**src/rtl/vr_vc_converter.sv**
```systemverilog
// ----------------------------------------------------------------------------
// vr_vc_converter
//   Bridges a valid/ready upstream to a credit-based downstream.
//   The downstream receiver grants CREDIT_NUM buffer slots. Each accepted
//   beat spends one credit; each m_credit_i pulse returns one. When no credit
//   is left the block stalls upstream by dropping s_ready_o.
//
// Handshake semantics:
//   Upstream (valid/ready): a beat transfers in any cycle where s_valid_i and
//   s_ready_o are both high. s_ready_o depends only on registered state, so
//   upstream may look at it without creating a combinational loop. s_data_i
//   is sampled only in the transfer cycle.
//   Downstream (valid/credit): m_valid_o is a one-cycle pulse per beat,
//   qualifying m_data_o. m_credit_i is a one-cycle pulse per freed slot.
//
// Ports:
//   clk, rst_n     clock, asynchronous active-low reset
//   s_data_i       upstream payload
//   s_valid_i      upstream valid
//   s_ready_o      upstream ready (credit available and no error)
//   m_data_o       downstream payload, held between beats
//   m_valid_o      downstream valid pulse
//   m_credit_i     credit return pulse
//   credit_cnt_o   credits currently available
//   err_o          sticky credit-overflow flag, cleared only by reset
// ----------------------------------------------------------------------------
module vr_vc_converter #(
  parameter int DATA_WIDTH = 8,
  parameter int CREDIT_NUM = 2
) (
  input  logic                            clk,
  input  logic                            rst_n,
  input  logic [DATA_WIDTH-1:0]           s_data_i,
  input  logic                            s_valid_i,
  output logic                            s_ready_o,
  output logic [DATA_WIDTH-1:0]           m_data_o,
  output logic                            m_valid_o,
  input  logic                            m_credit_i,
  output logic [$clog2(CREDIT_NUM+1)-1:0] credit_cnt_o,
  output logic                            err_o
);

  localparam int CW = $clog2(CREDIT_NUM + 1);
  localparam logic [CW-1:0] CREDIT_MAX = CW'(CREDIT_NUM);
  localparam logic [CW-1:0] ONE        = CW'(1);

  logic [CW-1:0] credit_cnt;
  logic          err;
  logic          accept;

  // Ready is a pure decode of registered state; no input feeds it.
  assign s_ready_o    = (credit_cnt != '0) && !err;
  assign accept       = s_valid_i && s_ready_o;
  assign credit_cnt_o = credit_cnt;
  assign err_o        = err;

  always_ff @(posedge clk or negedge rst_n) begin
    if (!rst_n) begin
      m_valid_o  <= 1'b0;
      m_data_o   <= '0;
      credit_cnt <= CREDIT_MAX;
      err        <= 1'b0;
    end else begin
      m_valid_o <= accept;
      if (accept) begin
        m_data_o <= s_data_i;
      end

      // A simultaneous spend and return cancel out, so only the two
      // one-sided cases touch the counter.
      unique case ({accept, m_credit_i})
        2'b10: credit_cnt <= credit_cnt - ONE;
        2'b01: begin
          // A return with every credit already home means the downstream
          // miscounted: saturate and latch the error.
          if (credit_cnt == CREDIT_MAX) begin
            err <= 1'b1;
          end else begin
            credit_cnt <= credit_cnt + ONE;
          end
        end
        default: ;
      endcase
    end
  end

endmodule

```
**config.mk**
```make
export PLATFORM = sky130hd
export DESIGN_NAME = vr_vc_converter
export DESIGN_NICKNAME = d
export VERILOG_FILES = /design/src/rtl/vr_vc_converter.sv
export SDC_FILE = /design/constraint.sdc
export NUM_CORES = 1
export LEC_CHECK = 0
export CORE_MARGIN = 8
export CORE_UTILIZATION = 29
export DETAILED_ROUTE_END_ITERATION = 10
export SYNTH_ARGS = -nofsm -noshare
export SYNTH_HDL_FRONTEND = slang
export SYNTH_SLANG_ARGS = --single-unit
export TNS_END_PERCENT = 10
```
**constraint.sdc**
```tcl
create_clock -name clk -period 1.3 [get_ports clk]
set_input_delay 0.26 -clock clk [delete_from_list [all_inputs] [get_ports clk]]
set_output_delay 0.26 -clock clk [all_outputs]
set_load 0.05 [all_outputs]
```
==> flow_summary.json, run 1 <==
{
  "p_per_area_nw_per_um2": 2960,
  "dpl-instance-area_sq_um": 991,
  "max_slew_margin_pct": 84.8,
  "finClkSkew_ns": 0.00326,
  "firstDrtPassIters": 4,
  "clkTransAtPathRegs_ns": 0.07,
  "grt_start_max_net_pins": 10,
  "netlist_area_sq_um": 523,
  "cp.arrival_ns": 1.18,
  "grt_usage_pct": 7.63,
  "cp-endpoint": "s_ready_o",
  "r2r_start": "credit_cnt_o[1]",
  "rsz0062_at_grt": "yes",
  "cts_tree": "built",
  "tightest_slew_ns": 0.227,
  "slew_violations": 0,
  "r2r-end": "m_data_o[4]",
  "cp_num_buf_inv": 1,
  "initial_utilization_pct": 30.6,
  "area_growth_syn_to_layout_pct": 96.4,
  "num_io_pins": 25,
  "dpl_worst_slack_ns": -0.260,
  "syn-num-nets": 48,
  "ctsHoldBuffers": 0,
  "clockBufferDepth": 2,
  "gp_congestion": 0.716,
  "numCtsBuffers": 3,
  "max_cap_violations": 0,
  "post-dp-hpwl_microns": 997,
  "wl_per_cell_microns": 12.3,
  "tns_ns": -0.303,
  "p_leak_nw": 0.447,
  "die_w_microns": 58.5,
  "cp.depth": 3,
  "dieArea_sq_um": 3420,
  "setup_viol": 8,
  "min_period_ns": 1.44,
  "core_sq_um": 1710,
  "fp-row-count": 15,
  "fin_area_sq_um": 1030,
  "cp_cell_sequence": "nor2_4 -> nor2_4 -> buf_12",
  "syn_inst": 36,
  "grt_pass1_vias": 459,
  "synth.area.top_cells": "dfrtp_1 53%, mux2_2 13%, dfstp_2 5.0%",
  "crit_top_cell": "nor2_4",
  "final_cell_mix": "13 x buf_12, 11 x clkdlybuf4s50_1, 9 x dfrtp_1, 7 x buf_4, 6 x mux2_2",
  "fill_cells": 149,
  "drive_gt1_share_pct": 53.5,
  "syn_area_per_cell_sq_um": 14.5,
  "die_y_microns": 58.5,
  "cts_setup_buffers": 0,
  "power_mw": 3.04,
  "detailroute.via_count": 425,
  "worstSetupStartpoint": "credit_cnt_o[1]",
  "ys_ff_latch": 12,
  "cts_sinks": 12,
  "layout_commonest_cell": "buf_12",
  "reg2reg_depth": 3,
  "drc_errors": 0,
  "fin_nets": 84,
  "diodes": 0,
  "slowest_stage": "dfstp_4",
  "postRouteAntennaNets": 0,
  "final_util_pct": 60.1,
  "hold_ws_ns": 0.210,
  "synth_top_area_share_pct": 52.6,
  "violations": "setup timing",
  "setup_slack_ns": -0.145,
  "worst_setup_path_start_kind": "flop",
  "hold_class": "in -> async",
  "synth_cell_type_count": 18,
  "cts-root-buf": "clkbuf_4",
  "ir_drop_uv": 1780,
  "yosysWarnings": 0,
  "grt-ovfl-total": 0,
  "port-buffer-count": 24,
  "synth_area_leader_cell": "dfrtp_1",
  "slowest_delay_ns": 0.63,
  "path_delay_family": "flip-flops",
  "final-hold-violation-count": 0,
  "crit_path_end_kind": "output pin",
  "synth.yosys.seq_area_share_pct": 57.7,
  "dp_cells": 92,
  "critPathKind": "reg -> out",
  "fin_crit_sh_pct": 111,
  "drt-vias-per-instance": 4.43,
  "outcome": "complete, but fails checks",
  "grt_pass1_wl_microns": 2040,
  "fmax_mhz": 692,
  "clock_latency_ns": 0.26,
  "antenna_found_initial": 0,
  "htree_levels": 1,
  "fin_cells": 96,
  "reg2reg_slack_ns": -0.01,
  "worst-path-max-fanout": 2,
  "worstPathRequired_ns": 1.04,
  "drt_iter0_drc": 3,
  "drt_wl_total_microns": 1180
}
## how the worst min path moves through the flow
| stage | start | end | slack (ns) |
|---|---|---|---|
| global placement | rst_n | m_data_o[2] | 0.50 |
| floorplan | rst_n | credit_cnt_o[0] | -0.04 |
| detailed placement | rst_n | m_data_o[2] | 0.50 |
| finish | rst_n | m_data_o[2] | 0.21 |
| global route | rst_n | m_data_o[2] | 0.22 |
| CTS | rst_n | m_data_o[2] | 0.21 |
## state kept, by name (all words and copies together) (netlist names)
register / cells
credit_cnt_o: 2
err_o: 1
m_data_o: 8
m_valid_o: 1
## worst reg2reg max path: cells and delay by family (launching register included)
family        cells  cell delay, ns
simple gates      2            0.21
mux               1            0.35
flops             1            0.63
## Yosys cell counts
master and number:
dfrtp_1 11, mux2_2 6, a21oi_1 2, inv_1 2, mux2_1 2, a211oi_1 1
a41o_1 1, and2b_1 1, and4_1 1, and4bb_2 1, dfstp_2 1, nand2b_4 1
nor2_1 1, nor2_4 1, nor2_8 1, nor3_1 1, o21ai_0 1, xnor2_1 1
## repair_timing
action | CTS | global route
setup endpoints to repair | 10 | 11
resized for setup | 0 | 0
gates cloned | 0 | 0
## cell type report
cell class	count	area, sq um	share of cell area, %
repair buffers	31	423	41.2
flip-flops and latches	12	308	30.0
multi-input cells	22	221	21.6
clock buffers	4	36.3	3.53
well taps	25	31.3	3.05
inverters	2	7.51	0.731
## layer usage
| layer | global-route usage, % | up-vias | share of wire (%) |
|---|---|---|---|
| li1 | - | 200 | - |
| met4 | 5.24 | 0 | 1.6 |
| met3 | 1.74 | 2 | 5.2 |
| met5 | 0 | - | 0 |
| met1 | 8.35 | 211 | 39 |
| met2 | 12.8 | 12 | 54 |
## cell families (layout without fill, tap and decap cells)
family                    count (synthesis)  after routing  share of synthesized area (%)
AOI/OAI and AO/OA                         5              5                           6.22
muxes                                     8              8                           17.2
and+or+nand+nor                           8              8                           15.8
xor gates and xnor gates                  1              1                           1.67
buffers and inverters                     2             37                           1.44
DFF                                      12             12                           57.7
## report_power, final
| group | total (mW) | internal (mW) | switching [mW] | leakage [nW] |
|---|---|---|---|---|
| sequential | 0.783 | 0.581 | 0.202 | 0.138 |
| combinational | 1.97 | 0.989 | 0.980 | 0.288 |
| clock | 0.284 | 0.170 | 0.115 | 0.0210 |
| total | 3.04 | 1.74 | 1.30 | 0.447 |
(Power assumes the default switching activity.)
==> run 2, diff against run 1 <==
--- a/config.mk
+++ b/config.mk
@@ -6,8 +6,10 @@
 export NUM_CORES = 1
 export LEC_CHECK = 0
 export CORE_MARGIN = 8
-export CORE_UTILIZATION = 29
+export CORE_UTILIZATION = 38
+export CTS_CLUSTER_DIAMETER = 50
 export DETAILED_ROUTE_END_ITERATION = 10
+export PLACE_DENSITY = 0.75
 export SYNTH_ARGS = -nofsm -noshare
 export SYNTH_HDL_FRONTEND = slang
 export SYNTH_SLANG_ARGS = --single-unit
==> flow_summary.json, run 2 (synthesis results as in run 1) <==
{
  "top_register": "m_data_o",
  "drt-vias-per-instance": 5.01,
  "cts_tree": "built",
  "grt_pass1_vias": 474,
  "finClkSkew_ns": 0.00379,
  "numCtsBuffers": 3,
  "cp.arrival_ns": 1.20,
  "final_cell_mix": "13 x buf_12, 11 x clkdlybuf4s50_1, 9 x dfrtp_1, 9 x buf_4, 6 x mux2_2",
  "grt_pass1_wl_microns": 2110,
  "setup_viol": 11,
  "violations": "setup timing",
  "postRouteAntennaNets": 0,
  "clkPwrFrac_pct": 7.3,
  "core_sq_um": 1300,
  "min_period_ns": 1.46,
  "port-buffer-count": 24,
  "dpl_worst_slack_ns": -0.280,
  "diodes": 0,
  "max_slew_margin_pct": 84.5,
  "detailroute.via_count": 441,
  "final-hold-violation-count": 0,
  "cts-root-buf": "clkbuf_4",
  "drive_gt1_share_pct": 54.8,
  "p_leak_nw": 0.452,
  "slew_violations": 0,
  "wl_per_cell_microns": 15.0,
  "fp-row-count": 13,
  "area_growth_syn_to_layout_pct": 95.9,
  "die_y_microns": 53.1,
  "ir_drop_uv": 1980,
  "clkTransAtPathRegs_ns": 0.07,
  "antenna_found_initial": 0,
  "outcome": "complete, but fails checks",
  "drt_wl_total_microns": 1320,
  "rsz0062_at_grt": "yes",
  "power_mw": 3.09,
  "fin_cells": 88,
  "clockBufferDepth": 2,
  "cts_sinks": 12,
  "drc_errors": 0,
  "ctsHoldBuffers": 0,
  "p_sw_share_pct": 43.3,
  "worstPathRequired_ns": 1.04,
  "dp_cells": 83,
  "initial_utilization_pct": 40.2,
  "pwr-share-comb_pct": 67.5,
  "layout_commonest_cell": "buf_12",
  "crit_path_end_kind": "output pin",
  "r2r_start": "credit_cnt_o[1]",
  "r2r-end": "credit_cnt_o[0]",
  "reg2reg_slack_ns": -0.04,
  "p_sw_mw": 1.34,
  "p_int_mw": 1.75,
  "grt_usage_pct": 10.2,
  "htree_levels": 1,
  "critPathKind": "reg -> out",
  "die_w_microns": 53.1,
  "max_cap_violations": 0,
  "num_io_pins": 25,
  "firstDrtPassIters": 3,
  "fin_crit_sh_pct": 112,
  "clock_latency_ns": 0.26,
  "setup_slack_ns": -0.160,
  "grt_start_max_net_pins": 13,
  "largest_register_ff_count": 8,
  "grt-ovfl-total": 0,
  "drt_iter0_drc": 3,
  "dieArea_sq_um": 2820,
  "p_seq_share_pct": 25.2,
  "tightest_slew_ns": 0.230,
  "worst_setup_path_start_kind": "flop",
  "fin_nets": 86,
  "reg2reg_depth": 5,
  "hold_class": "in -> async",
  "worst-path-max-fanout": 3,
  "gp_congestion": 0.685,
  "fmax_mhz": 685,
  "p_per_area_nw_per_um2": 3020
}
[run 2: cell count changes in the layout (fill, tap and decap cells not counted)]
cell / before / now
nor3_1: 1 / 0
nor3_2: 0 / 1
clkbuf_8: 1 / 0
buf_4: 7 / 9
clkbuf_1: 0 / 1
[run 2: area by class of cell]
class / count / area [sq um]
Clock buffer: 4 / 26.3
Fill cell: 87 / 277
Inverter: 2 / 7.51
Multi-Input combinational cell: 22 / 226
Sequential cell: 12 / 308
Tap cell: 15 / 18.8
Timing Repair Buffer: 33 / 438
[run 2: through the flow]
stage / hold slack [ns] / util (%) / TNS [ns] / cell area [sq um]
after floorplan: -0.0356 / - / -0.823 / 537
final: 0.284 / 78.8 / -0.436 / 1020
after detailed placement: 0.549 / 75.8 / -2.61 / 986
after global placement: 0.538 / 75.8 / -2.17 / 986
after global routing: 0.300 / 78.8 / -0.898 / 1020
after CTS: 0.281 / 78.8 / -0.521 / 1020
[run 2: metal layers]
| layer | vias up | share of wire (%) | track usage (%) |
|---|---|---|---|
| met1 | 207 | 40 | 10.4 |
| li1 | 207 | - | - |
| met3 | 4 | 11 | 5.32 |
| met2 | 23 | 47 | 16.8 |
| met5 | - | 0 | 0 |
| met4 | 0 | 1.7 | 5.04 |
[run 2: worst max path at each step]
stage,startpoint,end,slack (ns)
after floorplan,credit_cnt_o[1],m_data_o[0],-0.10
after global placement,s_valid_i,m_data_o[6],-0.24
after detailed placement,s_valid_i,m_data_o[3],-0.28
after CTS,credit_cnt_o[1],s_ready_o,-0.17
after global routing,credit_cnt_o[1],s_ready_o,-0.19
final,credit_cnt_o[1],s_ready_o,-0.16
[run 2: timing repair]
item / in CTS / in global routing
setup buffers: 1 / 0
gates cloned: 0 / 0
gates resized for setup: 1 / 0
setup endpoints to repair: 10 / 12
hold endpoints to repair: 0 / 0
pin swaps: 1 / 0
[run 2: worst max-delay path, stage by stage (launching register included)]
cell	delay (ns)
dfstp_4	0.64
nor2_4	0.06
nor2_4	0.10
buf_12	0.14
[run 2: power groups by stage]
stage / registers [mW] / clock network (mW) / logic (mW)
2_1_floorplan: 1.36 / 0 / 0.361
3_3_place_gp: 0.775 / 0 / 2.05
3_5_place_dp: 0.782 / 0 / 2.08
4_1_cts: 0.778 / 0.233 / 2.11
5_1_grt: 0.798 / 0.247 / 2.17
6_report: 0.778 / 0.225 / 2.09
